**src/rtl/sort4_seq_ctrl.sv**
```systemverilog
// Sequential 4-element sorter: one shared compare-exchange unit runs the network (0,2),(1,3),(0,1),(2,3),(1,2).
// Latency: 5 cycles from accept edge to out_valid; one bundle per 7 cycles with out_ready held high.
// Backpressure: DONE holds the result until out_ready; in_ready is high only in IDLE.
// Optional: define SORT4_SWAP_CNT_EN to add the 3-bit swap_cnt output.
module sort4_seq_ctrl #(
  parameter int W = 4
) (
  input  logic         clk,
  input  logic         rst_n,
  input  logic         in_valid,
  output logic         in_ready,
  input  logic [W-1:0] in_a,
  input  logic [W-1:0] in_b,
  input  logic [W-1:0] in_c,
  input  logic [W-1:0] in_d,
  output logic         out_valid,
  input  logic         out_ready,
  output logic [W-1:0] out_a,
  output logic [W-1:0] out_b,
  output logic [W-1:0] out_c,
  output logic [W-1:0] out_d,
`ifdef SORT4_SWAP_CNT_EN
  output logic [2:0]   swap_cnt,
`endif
  output logic         busy
);

  typedef enum logic [1:0] {
    IDLE = 2'd0,
    SORT = 2'd1,
    DONE = 2'd2
  } state_t;

  state_t       state_q, state_d;
  logic [2:0]   step_q, step_d;
  logic [W-1:0] r_q [4];
  logic [W-1:0] r_d [4];
  logic [1:0]   lo_idx, hi_idx;
  logic         do_swap;

  // Pair selection for the current network step; out-of-range steps behave as the last step
  always_comb begin
    lo_idx = 2'd1;
    hi_idx = 2'd2;
    case (step_q)
      3'd0: begin lo_idx = 2'd0; hi_idx = 2'd2; end
      3'd1: begin lo_idx = 2'd1; hi_idx = 2'd3; end
      3'd2: begin lo_idx = 2'd0; hi_idx = 2'd1; end
      3'd3: begin lo_idx = 2'd2; hi_idx = 2'd3; end
      default: begin lo_idx = 2'd1; hi_idx = 2'd2; end
    endcase
    // Strict compare: equal values stay in place
    do_swap = (state_q == SORT) && (r_q[lo_idx] > r_q[hi_idx]);
  end

  // Next-state, step and data-register update
  always_comb begin
    state_d = state_q;
    step_d  = step_q;
    r_d     = r_q;
    case (state_q)
      IDLE: begin
        if (in_valid) begin
          r_d[0]  = in_a;
          r_d[1]  = in_b;
          r_d[2]  = in_c;
          r_d[3]  = in_d;
          step_d  = 3'd0;
          state_d = SORT;
        end
      end
      SORT: begin
        if (do_swap) begin
          r_d[lo_idx] = r_q[hi_idx];
          r_d[hi_idx] = r_q[lo_idx];
        end
        if (step_q >= 3'd4) begin
          step_d  = 3'd0;
          state_d = DONE;
        end else begin
          step_d = step_q + 3'd1;
        end
      end
      DONE: begin
        if (out_ready) begin
          state_d = IDLE;
        end
      end
      default: begin
        state_d = IDLE;
        step_d  = 3'd0;
      end
    endcase
  end

  // State, step and data registers
  always_ff @(posedge clk or negedge rst_n) begin
    if (!rst_n) begin
      state_q <= IDLE;
      step_q  <= 3'd0;
      r_q[0]  <= '0;
      r_q[1]  <= '0;
      r_q[2]  <= '0;
      r_q[3]  <= '0;
    end else begin
      state_q <= state_d;
      step_q  <= step_d;
      r_q[0]  <= r_d[0];
      r_q[1]  <= r_d[1];
      r_q[2]  <= r_d[2];
      r_q[3]  <= r_d[3];
    end
  end

`ifdef SORT4_SWAP_CNT_EN
  logic [2:0] swap_cnt_q, swap_cnt_d;

  // Swap counter: cleared on accept, bumped on each exchanging SORT edge, held otherwise
  always_comb begin
    swap_cnt_d = swap_cnt_q;
    if (state_q == IDLE && in_valid) begin
      swap_cnt_d = 3'd0;
    end else if (do_swap) begin
      swap_cnt_d = swap_cnt_q + 3'd1;
    end
  end

  // Swap counter register
  always_ff @(posedge clk or negedge rst_n) begin
    if (!rst_n) begin
      swap_cnt_q <= 3'd0;
    end else begin
      swap_cnt_q <= swap_cnt_d;
    end
  end

  assign swap_cnt = swap_cnt_q;
`endif

  // Handshake and status outputs decoded purely from registered state
  assign in_ready  = (state_q == IDLE);
  assign busy      = (state_q == SORT);
  assign out_valid = (state_q == DONE);
  assign out_a     = r_q[0];
  assign out_b     = r_q[1];
  assign out_c     = r_q[2];
  assign out_d     = r_q[3];

endmodule

```
**config.mk**
```make
export PLATFORM = sky130hd
export DESIGN_NAME = sort4_seq_ctrl
export DESIGN_NICKNAME = d
export VERILOG_FILES = /design/src/rtl/sort4_seq_ctrl.sv
export SDC_FILE = /design/constraint.sdc
export NUM_CORES = 1
export LEC_CHECK = 0
export CAP_MARGIN = 20
export CORE_ASPECT_RATIO = 0.7
export CORE_MARGIN = 3
export CORE_UTILIZATION = 50
export DETAILED_ROUTE_END_ITERATION = 8
export PLACE_DENSITY_LB_ADDON = 0.12
export RECOVER_POWER = 100
export SYNTH_ARGS = -nofsm -noshare
export SYNTH_HDL_FRONTEND = slang
export SYNTH_SLANG_ARGS = --single-unit
```
**constraint.sdc**
```tcl
create_clock -name clk -period 8.15 [get_ports clk]
set_clock_uncertainty 0.05 [all_clocks]
set_input_delay 1.63 -clock clk [delete_from_list [all_inputs] [get_ports clk]]
set_output_delay 1.63 -clock clk [all_outputs]
set_load 0.02 [all_outputs]
```
Word-level counts from Yosys, hierarchy flattened
Cells that the tools add are included.

storage, ports and cells
  register bits = 21
  word-level logic and storage cells = 60

cells by class
  magnitude comparators = 6
  $add $sub $neg = 1
  reduce and logical (&&, ||, !) cells = 11
  eq/ne operators = 9
  multiplexer cells = 24
  bitwise operators = 3

operators by type and width
  cell                                                       number
  bitwise mux 16 bit                                         2
  2-to-1 mux 16 bit                                          2
  case mux 16 bit (2 select lines)                           1
  2-to-1 mux 4 bit                                           6
  binary-select mux 4 bit (select 2 bit)                     2
  demux 4 bit (select 2 bit)                                 2
  greater-or-equal comparator 3 bit (second input constant)  3
  case mux 3 bit (3 select lines)                            1
  case mux 2 bit (2 select lines)                            2
  equality test 3 x 2 -> 1 bit (second input constant)       2
  < comparator 3 x 1 -> 1 bit (second input constant)        2
  2-to-1 mux 2 bit                                           3
  2-to-1 mux 3 bit                                           2
  != test 2 x 1 -> 1 bit (second input constant)             3
  NOT 2 -> 3 bit                                             2
  case mux 2 bit (3 select lines)                            1
  AND reduction 3 bit                                        2
  > comparator 4 bit                                         1
  OR reduction 2 bit                                         2
  adder 3 x 1 -> 3 bit (second input constant)               1
  equality test 3 x 1 -> 1 bit (second input constant)       1
  logical AND 1 bit                                          3
  logical NOT 3 bit                                          1
  equality test 2 x 1 -> 1 bit (second input constant)       1
  other kinds (6)                                            6

Logic depth before layout (Yosys ltp)
Gate-level depths: netlist (run 1).

  depth after elaboration = 12
  gate-level depth with buffers = 16
  mapped depth without buffers = 14

Worst setup path before layout (run 1)
No wires, ideal clock.

  path type = register to register
  from = reg step_q[0]
  to = reg r_q, in the netlist out_c[1]
  path buffers = 2
  library setup time = 0.095 ns
  data arrival time = 3.248 ns
  data required time = 8.005 ns
  stages on the path, launching flop included = 17
  path slack = 4.756 ns
  cell sequence = dfrtp_1 > clkbuf_1 > inv_1 > ha_1 > nor2b_1 > a22oi_1 > nor2_1 > a21oi_1 > inv_1 > ha_1 > nand2_1 > o211ai_1 > a221o_1 > a211o_1 > and2_4 > buf_6 > o32ai_2

on the way
  word-level cells in the longest chain between the ends = 12
  elaborated cells between the ends (all ways) = 34

RTL lines
  what                                                                                                           line        source
  from (decl)                                                                                                    35          logic [2:0] step_q, step_d;
  from (signal assigned)                                                                                         107         step_q <= step_d;
  equality test 3 x 2 -> 1 bit / logical NOT 3 bit (equally long branches)                                       45          case (step_q)
  OR reduction 2 bit (no source line)                                                                            n/a
  case mux 2 bit (2 select lines)                                                                                45
  NOT 2 -> 3 bit (implied by the code)                                                                           53, 74, 75
  greater-or-equal comparator 3 bit (implied by the code) / < comparator 3 x 1 -> 1 bit (equally long branches)  74          r_d[lo_idx] = r_q[hi_idx];
  logical AND 1 bit (implied by the code)                                                                        74
  2-to-1 mux 4 bit (implied by the code)                                                                         74
  demux 4 bit (select 2 bit)                                                                                     74
  bitwise mux 16 bit                                                                                             74
  bitwise mux 16 bit                                                                                             75          r_d[hi_idx] = r_q[lo_idx];
  2-to-1 mux 16 bit                                                                                              73          if (do_swap) begin
  case mux 16 bit (2 select lines)                                                                               61          case (state_q)
  to (decl)                                                                                                      36          logic [W-1:0] r_q [4];

Several ways; a longest one is shown, not always the timed one. The select of a mux whose other input is x is not followed.
A chain may end at the register's enable or synchronous reset.

Worst setup path in the final report (run 1)
  from = reg state_q[1]
  to = out busy

on the way
  word-level cells in the longest chain between the ends = 1

RTL lines
  what                          line  source
  from (decl)                   34    state_t state_q, state_d;
  from (signal assigned)        106   state_q <= state_d;
  equality test 2 x 1 -> 1 bit  142   assign busy = (state_q == SORT);
  to (decl)                     25    output logic busy

No other way between the ends.

==> results of run 1 <==
[cells in the final DEF (no fill, tap or decap), drive strengths merged, types with 3 or more instances in the layout]
| cell type | synthesis | routed |
|---|---|---|
| o211ai | 3 | 3 |
| clkdlybuf4s50 | 0 | 16 |
| a31oi | 3 | 3 |
| o2bb2ai | 5 | 5 |
| o22ai | 3 | 3 |
| nor3 | 3 | 3 |
| o22a | 7 | 7 |
| dfrtp | 21 | 21 |
| dlygate4sd3 | 0 | 22 |
| nor2 | 14 | 14 |
| a22oi | 5 | 5 |
| o21ai | 12 | 12 |
| o221ai | 4 | 4 |
| nand2 | 9 | 9 |
| nor2b | 8 | 8 |
| inv | 12 | 12 |
| clkbuf | 8 | 5 |
| a21oi | 13 | 13 |
| ha | 6 | 6 |
[Yosys cell counts (2+ instances only)]
| cell type | count | area [µm²] |
|---|---|---|
| a211o_1 | 2 | 17.5 |
| a211oi_1 | 2 | 15.0 |
| a21o_1 | 2 | 15.0 |
| a21oi_1 | 13 | 65.1 |
| a22oi_1 | 5 | 37.5 |
| a2bb2oi_1 | 2 | 17.5 |
| a31o_2 | 2 | 17.5 |
| a31oi_1 | 3 | 18.8 |
| buf_6 | 2 | 22.5 |
| clkbuf_1 | 8 | 30.0 |
| dfrtp_1 | 21 | 526 |
| ha_1 | 6 | 75.1 |
| inv_1 | 12 | 45.0 |
| nand2_1 | 9 | 33.8 |
| nand2b_1 | 2 | 12.5 |
| nand3b_1 | 2 | 15.0 |
| nor2_1 | 14 | 52.6 |
| nor2b_1 | 8 | 50.1 |
| nor3_1 | 3 | 15.0 |
| o211ai_1 | 3 | 22.5 |
| o21ai_0 | 12 | 60.1 |
| o221ai_1 | 4 | 35.0 |
| o22a_1 | 7 | 61.3 |
| o22ai_1 | 3 | 18.8 |
| o2bb2ai_1 | 5 | 43.8 |
[flip-flops by register name, summed over array words and instances (netlist names)]
register / count
step_q: 3
out_d: 4
state_q: 2
out_b: 4
out_c: 4
out_a: 4
[layout make-up]
class                      instances  area [µm²]  area share (%)
tap                               36        45.0            2.31
multi-input combinational        131         905            46.4
inverter                          12        45.0            2.31
clock buffer                       4        45.0            2.31
timing repair buffer              39         384            19.7
sequential                        21         526            27.0
[worst max-delay path, delay by kind of cell (launching register included)]
kind,cells,cell delay (ns)
simple gates,1,0.34
flops,1,0.43
buf+inv,3,1.57
[worst paths after layout]
| path | from | endpoint | slack (ns) | cells past startpoint |
|---|---|---|---|---|
| hold reg to reg | out_d[1]$_DFFE_PN0P_ | out_d[1]$_DFFE_PN0P_ | 0.49 | 1 |
| setup reg to reg | step_q[0]$_DFFE_PN0P_ | out_c[2]$_DFFE_PN0P_ | 4.31 | 11 |
| min in group asynchronous | rst_n | out_a[2]$_DFFE_PN0P_ | 1.71 | 1 |
| max in group asynchronous | rst_n | out_b[0]$_DFFE_PN0P_ | 5.41 | 2 |
| setup / recovery | state_q[1]$_DFFE_PN0P_ | busy | 3.85 | 4 |
| hold / removal | out_d[1]$_DFFE_PN0P_ | out_d[1]$_DFFE_PN0P_ | 0.49 | 1 |
[layer usage]
| metal | global-route usage [%] | vias to the layer above |
|---|---|---|
| met5 | 0 | - |
| met3 | 7.47 | 6 |
| met4 | 3.44 | 0 |
| met1 | 35.7 | 727 |
| met2 | 38.5 | 85 |
| li1 | - | 725 |
[per-stage QoR]
stage	worst slack [ns]	cell area, µm²
after global routing	3.75	1950
after global placement	4.23	1900
after floorplan	4.76	1530
final	3.85	1950
after CTS	3.94	1950
after detailed placement	4.24	1900
[kinds of logic (layout without fill, tap and decap cells)]
group                      Yosys count  count (layout)
DFF                                 21              21
buffers and inverters               22              55
AOI/OAI and AO/OA                   78              78
adders and majority gates            6               6
muxes                                1               1
and+or+nand+nor                     46              46
==> impl_metrics.env, run 1 <==
export IMPL_ant_nets=0
export IMPL_cts_setup_buffers=0
export IMPL_arrival_ns=2.62
export IMPL_synth_compound_area_share_pct=37.8
export IMPL_cts_hold_buf=0
export IMPL_dp_cells=238
export IMPL_layout_worst_path_cycle_share_pct=52.7
export IMPL_synth_seq_cells=21
export IMPL_critPathKind="reg -> out"
export IMPL_path_max_fanout=22
export IMPL_ioPinCount=39
export IMPL_grt_pass1_vias=1390
export IMPL_synthMuxAreaShare_pct=0.655
export IMPL_fin_nets=234
export IMPL_tightest_slew_ns=0.782
export IMPL_drc=0
export IMPL_wirelength_um=4520
export IMPL_hold_slack_ns=0.486
export IMPL_die_height_um=52.2
export IMPL_synth_top_family_by_area="compound AO/OA/AOI/OAI gates"
export IMPL_grt_max_degree=29
export IMPL_top_layer_used="met4"
export IMPL_hold_viol_final=0
export IMPL_fin_tns_setup_ns=0
export IMPL_async_flop_share_pct=100
export IMPL_synth_edff_count=0
export IMPL_cp_slowest_cell="dlygate4sd3_1"
export IMPL_drtPass1Iterations=4
export IMPL_clockRootBuffer="clkbuf_8"
export IMPL_final_max_slew_viol_count=0
export IMPL_diodes=0
export IMPL_coreArea_um2=2860
export IMPL_antenna_found_initial=0
export IMPL_endpoint_kind="primary output"
export IMPL_synth_fa_ha_area_share_pct=4.91
export IMPL_synthSimpleGateAreaFrac_pct=15.8
export IMPL_clockBufferDepth=2
export IMPL_syn_area_um2=1530
export IMPL_cts_tree="built"
export IMPL_crit_top_cell="inv_1"
export IMPL_start_util_pct=53.4
export IMPL_fmax_mhz=233
export IMPL_synthesis_nets=200
export IMPL_netlist_instances=174
export IMPL_status="completed"
export IMPL_die_area_um2=3770
export IMPL_avgViaCountPerCell=6.35
export IMPL_timing_critical_path_from_type="flop"
export IMPL_setup_viol=0
export IMPL_final_fill_count=244
export IMPL_hpwl_um=3320
export IMPL_clkTransAtPathRegs_ns=0.08
export IMPL_yosys_warnings=0
export IMPL_num_rows=16
export IMPL_cts_resized=0
export IMPL_drive_gt1_share_pct=5.31
export IMPL_cp_required_ns=6.47
export IMPL_grt_use_total_pct=25.1
export IMPL_rsz0062_at_grt="false"
export IMPL_worst_skew_pair_late_latency_ns=0.27
export IMPL_wl_met2_um=1980
export IMPL_h_tree_depth=1
export IMPL_hold_class="reg -> reg"
export IMPL_synth_ff_type="dfrtp_1"
export IMPL_final_min_clock_period_ns=4.30
export IMPL_finalWeightedCongestion=0.982
export IMPL_overflow=0
export IMPL_instances_no_fill=243
export IMPL_fin_util_pct=68.1
export IMPL_area_growth_pct=27.6
export IMPL_cp_cell_sequence="inv_1 -> nand2_1 -> inv_1 -> dlygate4sd3_1"
export IMPL_synth_xor_area_share_pct=0
export IMPL_met1Wirelength_um=2040
export IMPL_dieWidth_um=72.1
export IMPL_synth_avg_cell_area_um2=8.78
export IMPL_port_buffer_count=38
export IMPL_ys_seq_area_share_pct=34.4
export IMPL_dr_wl_met3_um=469
export IMPL_avgRoutedWirePerCell_um=18.6
export IMPL_cts_sinks=21
export IMPL_synthDistinctLibCells=47
export IMPL_cap_viol_max_count=0
export IMPL_num_vias=1543
export IMPL_cts_inserted_buffers=3
export IMPL_slew_headroom_pct=47.9
export IMPL_drtIter0Drc=169
export IMPL_critical_path_max_stage_delay_ns=0.77
export IMPL_grt_pass1_wl_um=7200
Power of run 1 is not shown: default switching activity piles up to over one toggle a cycle in this logic, so the estimate is an artifact.
==> inputs of run 2 (changes only) <==
CORE_UTILIZATION = 49   (was 50)
clock period = 4.5 ns   (was 8.15 ns; I/O delays follow)
==> run 2 against run 1 <==
Sequential share of layout area is 0.052 points lower. Clock-buffer cell count stayed put. Via count is 2.3% higher. Routed wire length is 3.0% lower. Design area is 0.19% higher. Critical path depth is 7 higher. Flip-flop and latch count stayed put. Setup slack worse by 3.4 ns. Die area is 1.8% higher. First-iteration DRC count is 11% lower. Non-clock buffer count is 1 higher.
==> impl_metrics.env, run 2 (synthesized netlist as in run 1, its figures left out) <==
export IMPL_status="completed"
export IMPL_critPathKind="reg -> reg"
export IMPL_dr_wl_met3_um=352
export IMPL_clkTransAtPathRegs_ns=0.08
export IMPL_num_vias=1579
export IMPL_drive_gt1_share_pct=5.29
export IMPL_min_to="out_b[1]$_DFFE_PN0P_"
export IMPL_fmax_mhz=249
export IMPL_die_area_um2=3830
export IMPL_wl_met2_um=1850
export IMPL_hold_viol_final=0
export IMPL_hpwl_um=3160
export IMPL_cap_viol_max_count=0
export IMPL_top_layer_used="met4"
export IMPL_arrival_ns=4.09
export IMPL_drtPass1Iterations=5
export IMPL_finalWeightedCongestion=0.888
export IMPL_cts_hold_buf=0
export IMPL_dp_cells=239
export IMPL_hold_slack_ns=0.490
export IMPL_final_fill_count=250
export IMPL_cp_required_ns=4.57
export IMPL_cts_tree="built"
export IMPL_avgViaCountPerCell=6.47
export IMPL_avgRoutedWirePerCell_um=18.0
export IMPL_drtIter0Drc=151
export IMPL_num_rows=16
export IMPL_slew_headroom_pct=34.6
export IMPL_ioPinCount=39
export IMPL_cts_sinks=21
export IMPL_cts_resized=0
export IMPL_drc=0
export IMPL_setup_viol=0
export IMPL_dieWidth_um=72.7
export IMPL_h_tree_depth=1
export IMPL_clockRootBuffer="clkbuf_8"
export IMPL_ff2ff_setup_slack_ns=0.48
export IMPL_antenna_found_initial=0
export IMPL_timing_critical_path_from_type="flop"
export IMPL_hold_class="reg -> reg"
export IMPL_worst_skew_pair_late_latency_ns=0.26
export IMPL_layout_worst_path_cycle_share_pct=89.3
export IMPL_area_growth_pct=27.8
export IMPL_fin_tns_setup_ns=0
export IMPL_cts_setup_buffers=0
export IMPL_reg2reg_to="out_c[3]$_DFFE_PN0P_"
export IMPL_path_max_fanout=17
export IMPL_start_util_pct=53.0
export IMPL_tightest_slew_ns=0.980
export IMPL_endpoint_kind="flop"
export IMPL_ant_nets=0
export IMPL_final_min_clock_period_ns=4.02
export IMPL_cts_inserted_buffers=3
export IMPL_instances_no_fill=244
export IMPL_fin_nets=235
export IMPL_grt_pass1_vias=1400
export IMPL_grt_max_degree=29
export IMPL_final_cell_mix="dlygate4sd3_1, dfrtp_1, clkdlybuf4s50_1"
export IMPL_grt_pass1_wl_um=6970
export IMPL_whs_path_depth=1
export IMPL_timing_rr_start="step_q[0]$_DFFE_PN0P_"
export IMPL_port_buffer_count=38
export IMPL_clockBufferDepth=2
export IMPL_met1Wirelength_um=2120
export IMPL_r2r_cells=11
export IMPL_die_height_um=52.7
export IMPL_worstHoldStart="out_b[1]$_DFFE_PN0P_"
export IMPL_coreArea_um2=2880
export IMPL_final_max_slew_viol_count=0
export IMPL_grt_use_total_pct=23.9
export IMPL_rsz0062_at_grt="false"
export IMPL_diodes=0
export IMPL_overflow=0
export IMPL_wirelength_um=4380
-- run 2: cell count changes in the layout (fill, tap and decap cells not counted), sizes merged --
cell / before / now
clkbuf: 5 / 6
clkdlybuf4s50: 16 / 17
dlygate4sd3: 22 / 21
-- run 2: how the worst max path moves through the flow --
| stage | from | to | depth (start not counted) |
|---|---|---|---|
| after global routing | step_q[0]$_DFFE_PN0P_ | out_c[2]$_DFFE_PN0P_ | 14 |
| after global placement | step_q[0]$_DFFE_PN0P_ | out_c[3]$_DFFE_PN0P_ | 14 |
| after CTS | step_q[0]$_DFFE_PN0P_ | out_c[3]$_DFFE_PN0P_ | 11 |
| final | step_q[0]$_DFFE_PN0P_ | out_c[3]$_DFFE_PN0P_ | 11 |
| after detailed placement | step_q[0]$_DFFE_PN0P_ | out_c[3]$_DFFE_PN0P_ | 11 |
| after floorplan | step_q[0]$_DFFE_PN0P_ | out_c[1]$_DFFE_PN0P_ | 16 |
-- run 2: worst max-delay path, stage by stage, from the launching register on --
cell and delay (ns):
dfrtp_1 0.57, ha_1 0.41, nor2b_1 0.40, nor2_1 0.15
o22ai_1 0.41, ha_1 0.31, nand2_1 0.09, o211ai_1 0.11
a221o_1 0.32, a211o_1 0.37, a21oi_1 0.49, o32ai_1 0.18
-- run 2: cell type report --
class | instances | area [µm²] | share of cell area (%)
multi-input combinational | 131 | 905 | 46.3
sequential | 21 | 526 | 26.9
clock buffer | 4 | 45.0 | 2.31
timing repair buffer | 40 | 388 | 19.9
tap | 36 | 45.0 | 2.31
inverter | 12 | 45.0 | 2.31
-- run 2: routing by layer --
layer | vias to the layer above | GRT usage [%]
li1 | 730 | -
met1 | 763 | 34.9
met2 | 79 | 35.6
met3 | 7 | 5.17
met4 | 0 | 5.21
met5 | - | 0
-- run 2: stage by stage --
stage | util, % | cell area, µm² | setup slack (ns)
floorplan | - | 1530 | 1.11
global placement | 66.2 | 1910 | 0.774
detailed placement | 66.2 | 1910 | 0.656
CTS | 67.8 | 1950 | 0.637
global route | 67.8 | 1950 | 0.293
finish | 67.8 | 1950 | 0.480
Power of run 2 is left out for the same reason.
==> inputs of run 3 (changes only) <==
CORE_MARGIN = 4   (was 3)
==> run 3 against run 2 <==
Clock-buffer cell count unchanged. Non-clock buffer count did not move. Via count fell by 2.3%. Maximum frequency increased by 1.3%. Core utilization decreased by 0.087 points. Global-route usage down 1.0 points. Register-to-register slack better by 0.05 ns. Worst hold slack gained 0.018 ns. Critical path type unchanged.
==> impl_metrics.env, run 3 (synthesized netlist as in run 1, its figures left out) <==
export IMPL_drive_gt1_share_pct=4.81
export IMPL_crit_buf_inv=0
export IMPL_arrival_ns=4.09
export IMPL_cp_slowest_cell="dfrtp_1"
export IMPL_cts_setup_buffers=0
export IMPL_finalWeightedCongestion=0.967
export IMPL_diodes=0
export IMPL_timing_critical_path_from_type="flop"
export IMPL_avgViaCountPerCell=6.32
export IMPL_num_vias=1542
export IMPL_multi_input_area_um2=902
export IMPL_antenna_found_initial=0
export IMPL_layout_worst_path_cycle_share_pct=88.2
export IMPL_critPathKind="reg -> reg"
export IMPL_hpwl_um=3230
export IMPL_final_max_slew_viol_count=0
export IMPL_start_util_pct=53.0
export IMPL_grt_max_degree=29
export IMPL_cap_viol_max_count=0
export IMPL_port_buffer_count=38
export IMPL_hold_class="reg -> reg"
export IMPL_die_height_um=54.7
export IMPL_cp_cell_sequence="ha_1 -> nor2b_1 -> o21ai_0 -> o21ai_0 -> ha_1 -> nor2b_1 -> o211ai_1 -> a221o_1 -> a211o_1 -> and2_1 -> o32ai_2"
export IMPL_cts_hold_buf=0
export IMPL_hold_viol_final=0
export IMPL_seqCellArea_um2=526
export IMPL_setup_viol=0
export IMPL_met1Wirelength_um=2040
export IMPL_grt_pass1_vias=1399
export IMPL_cp_required_ns=4.63
export IMPL_finalInstanceArea_um2=1950
export IMPL_worst_skew_pair_late_latency_ns=0.27
export IMPL_grt_use_total_pct=22.8
export IMPL_clockRootBuffer="clkbuf_8"
export IMPL_coreArea_um2=2880
export IMPL_fin_nets=235
export IMPL_critPathTopFamily="compound AO/OA/AOI/OAI gates"
export IMPL_dr_wl_met3_um=403
export IMPL_dieWidth_um=74.7
export IMPL_num_rows=16
export IMPL_slew_headroom_pct=39.7
export IMPL_wl_met2_um=1860
export IMPL_clockBufferDepth=2
export IMPL_cts_sinks=21
export IMPL_h_tree_depth=1
export IMPL_cts_tree="built"
export IMPL_top_layer_used="met4"
export IMPL_cts_inserted_buffers=3
export IMPL_ff2ff_setup_slack_ns=0.53
export IMPL_area_growth_pct=27.7
export IMPL_die_area_um2=4090
export IMPL_tightest_slew_ns=0.905
export IMPL_endpoint_kind="flop"
export IMPL_overflow=0
export IMPL_fmax_mhz=252
export IMPL_ioPinCount=39
export IMPL_final_min_clock_period_ns=3.97
export IMPL_drtIter0Drc=80
export IMPL_dpl_worst_slack_ns=0.670
export IMPL_drc=0
export IMPL_wirelength_um=4380
export IMPL_placed_area_um2=1910
export IMPL_grt_pass1_wl_um=6980
export IMPL_rsz0062_at_grt="false"
export IMPL_fin_tns_setup_ns=0
export IMPL_clkTransAtPathRegs_ns=0.08
export IMPL_cts_resized=0
export IMPL_avgRoutedWirePerCell_um=17.9
export IMPL_final_cell_mix="dlygate4sd3_1, dfrtp_1, clkdlybuf4s50_1"
export IMPL_finalWorstSetupSlack_ns=0.533
export IMPL_critical_path_max_stage_delay_ns=0.66
export IMPL_final_fill_count=253
export IMPL_path_max_fanout=17
export IMPL_drtPass1Iterations=5
export IMPL_status="completed"
export IMPL_ant_nets=0
-- run 3: final cells by class --
class                           count  area share (%)
Tap cell                           36            2.31
Timing Repair Buffer               40            19.9
Sequential cell                    21            26.9
Clock buffer                        4            2.31
Multi-Input combinational cell    131            46.2
Inverter                           12            2.31
-- run 3: stage by stage --
step,instances,hold slack [ns],util [%]
3_3_place_gp,239,0.480,66.2
3_5_place_dp,239,0.486,66.2
2_1_floorplan,174,0.476,-
4_1_cts,243,0.511,67.8
6_report,244,0.508,67.7
5_1_grt,244,0.524,67.7
-- run 3: layer usage --
| metal | global-route usage (%) | vias up |
|---|---|---|
| li1 | - | 725 |
| met1 | 32.3 | 725 |
| met2 | 35.9 | 83 |
| met3 | 5.50 | 9 |
| met4 | 3.85 | 0 |
| met5 | 0 | - |
-- run 3: worst paths after layout --
path / startpoint / endpoint / cells past startpoint
max: step_q[0]$_DFFE_PN0P_ / out_c[1]$_DFFE_PN0P_ / 11
min: out_b[1]$_DFFE_PN0P_ / out_b[1]$_DFFE_PN0P_ / 1
max reg2reg: step_q[0]$_DFFE_PN0P_ / out_c[1]$_DFFE_PN0P_ / 11
min reg2reg: out_b[1]$_DFFE_PN0P_ / out_b[1]$_DFFE_PN0P_ / 1
max in group asynchronous: rst_n / out_c[0]$_DFFE_PN0P_ / 2
min in group asynchronous: rst_n / state_q[1]$_DFFE_PN0P_ / 1
Power of run 3 is left out for the same reason.
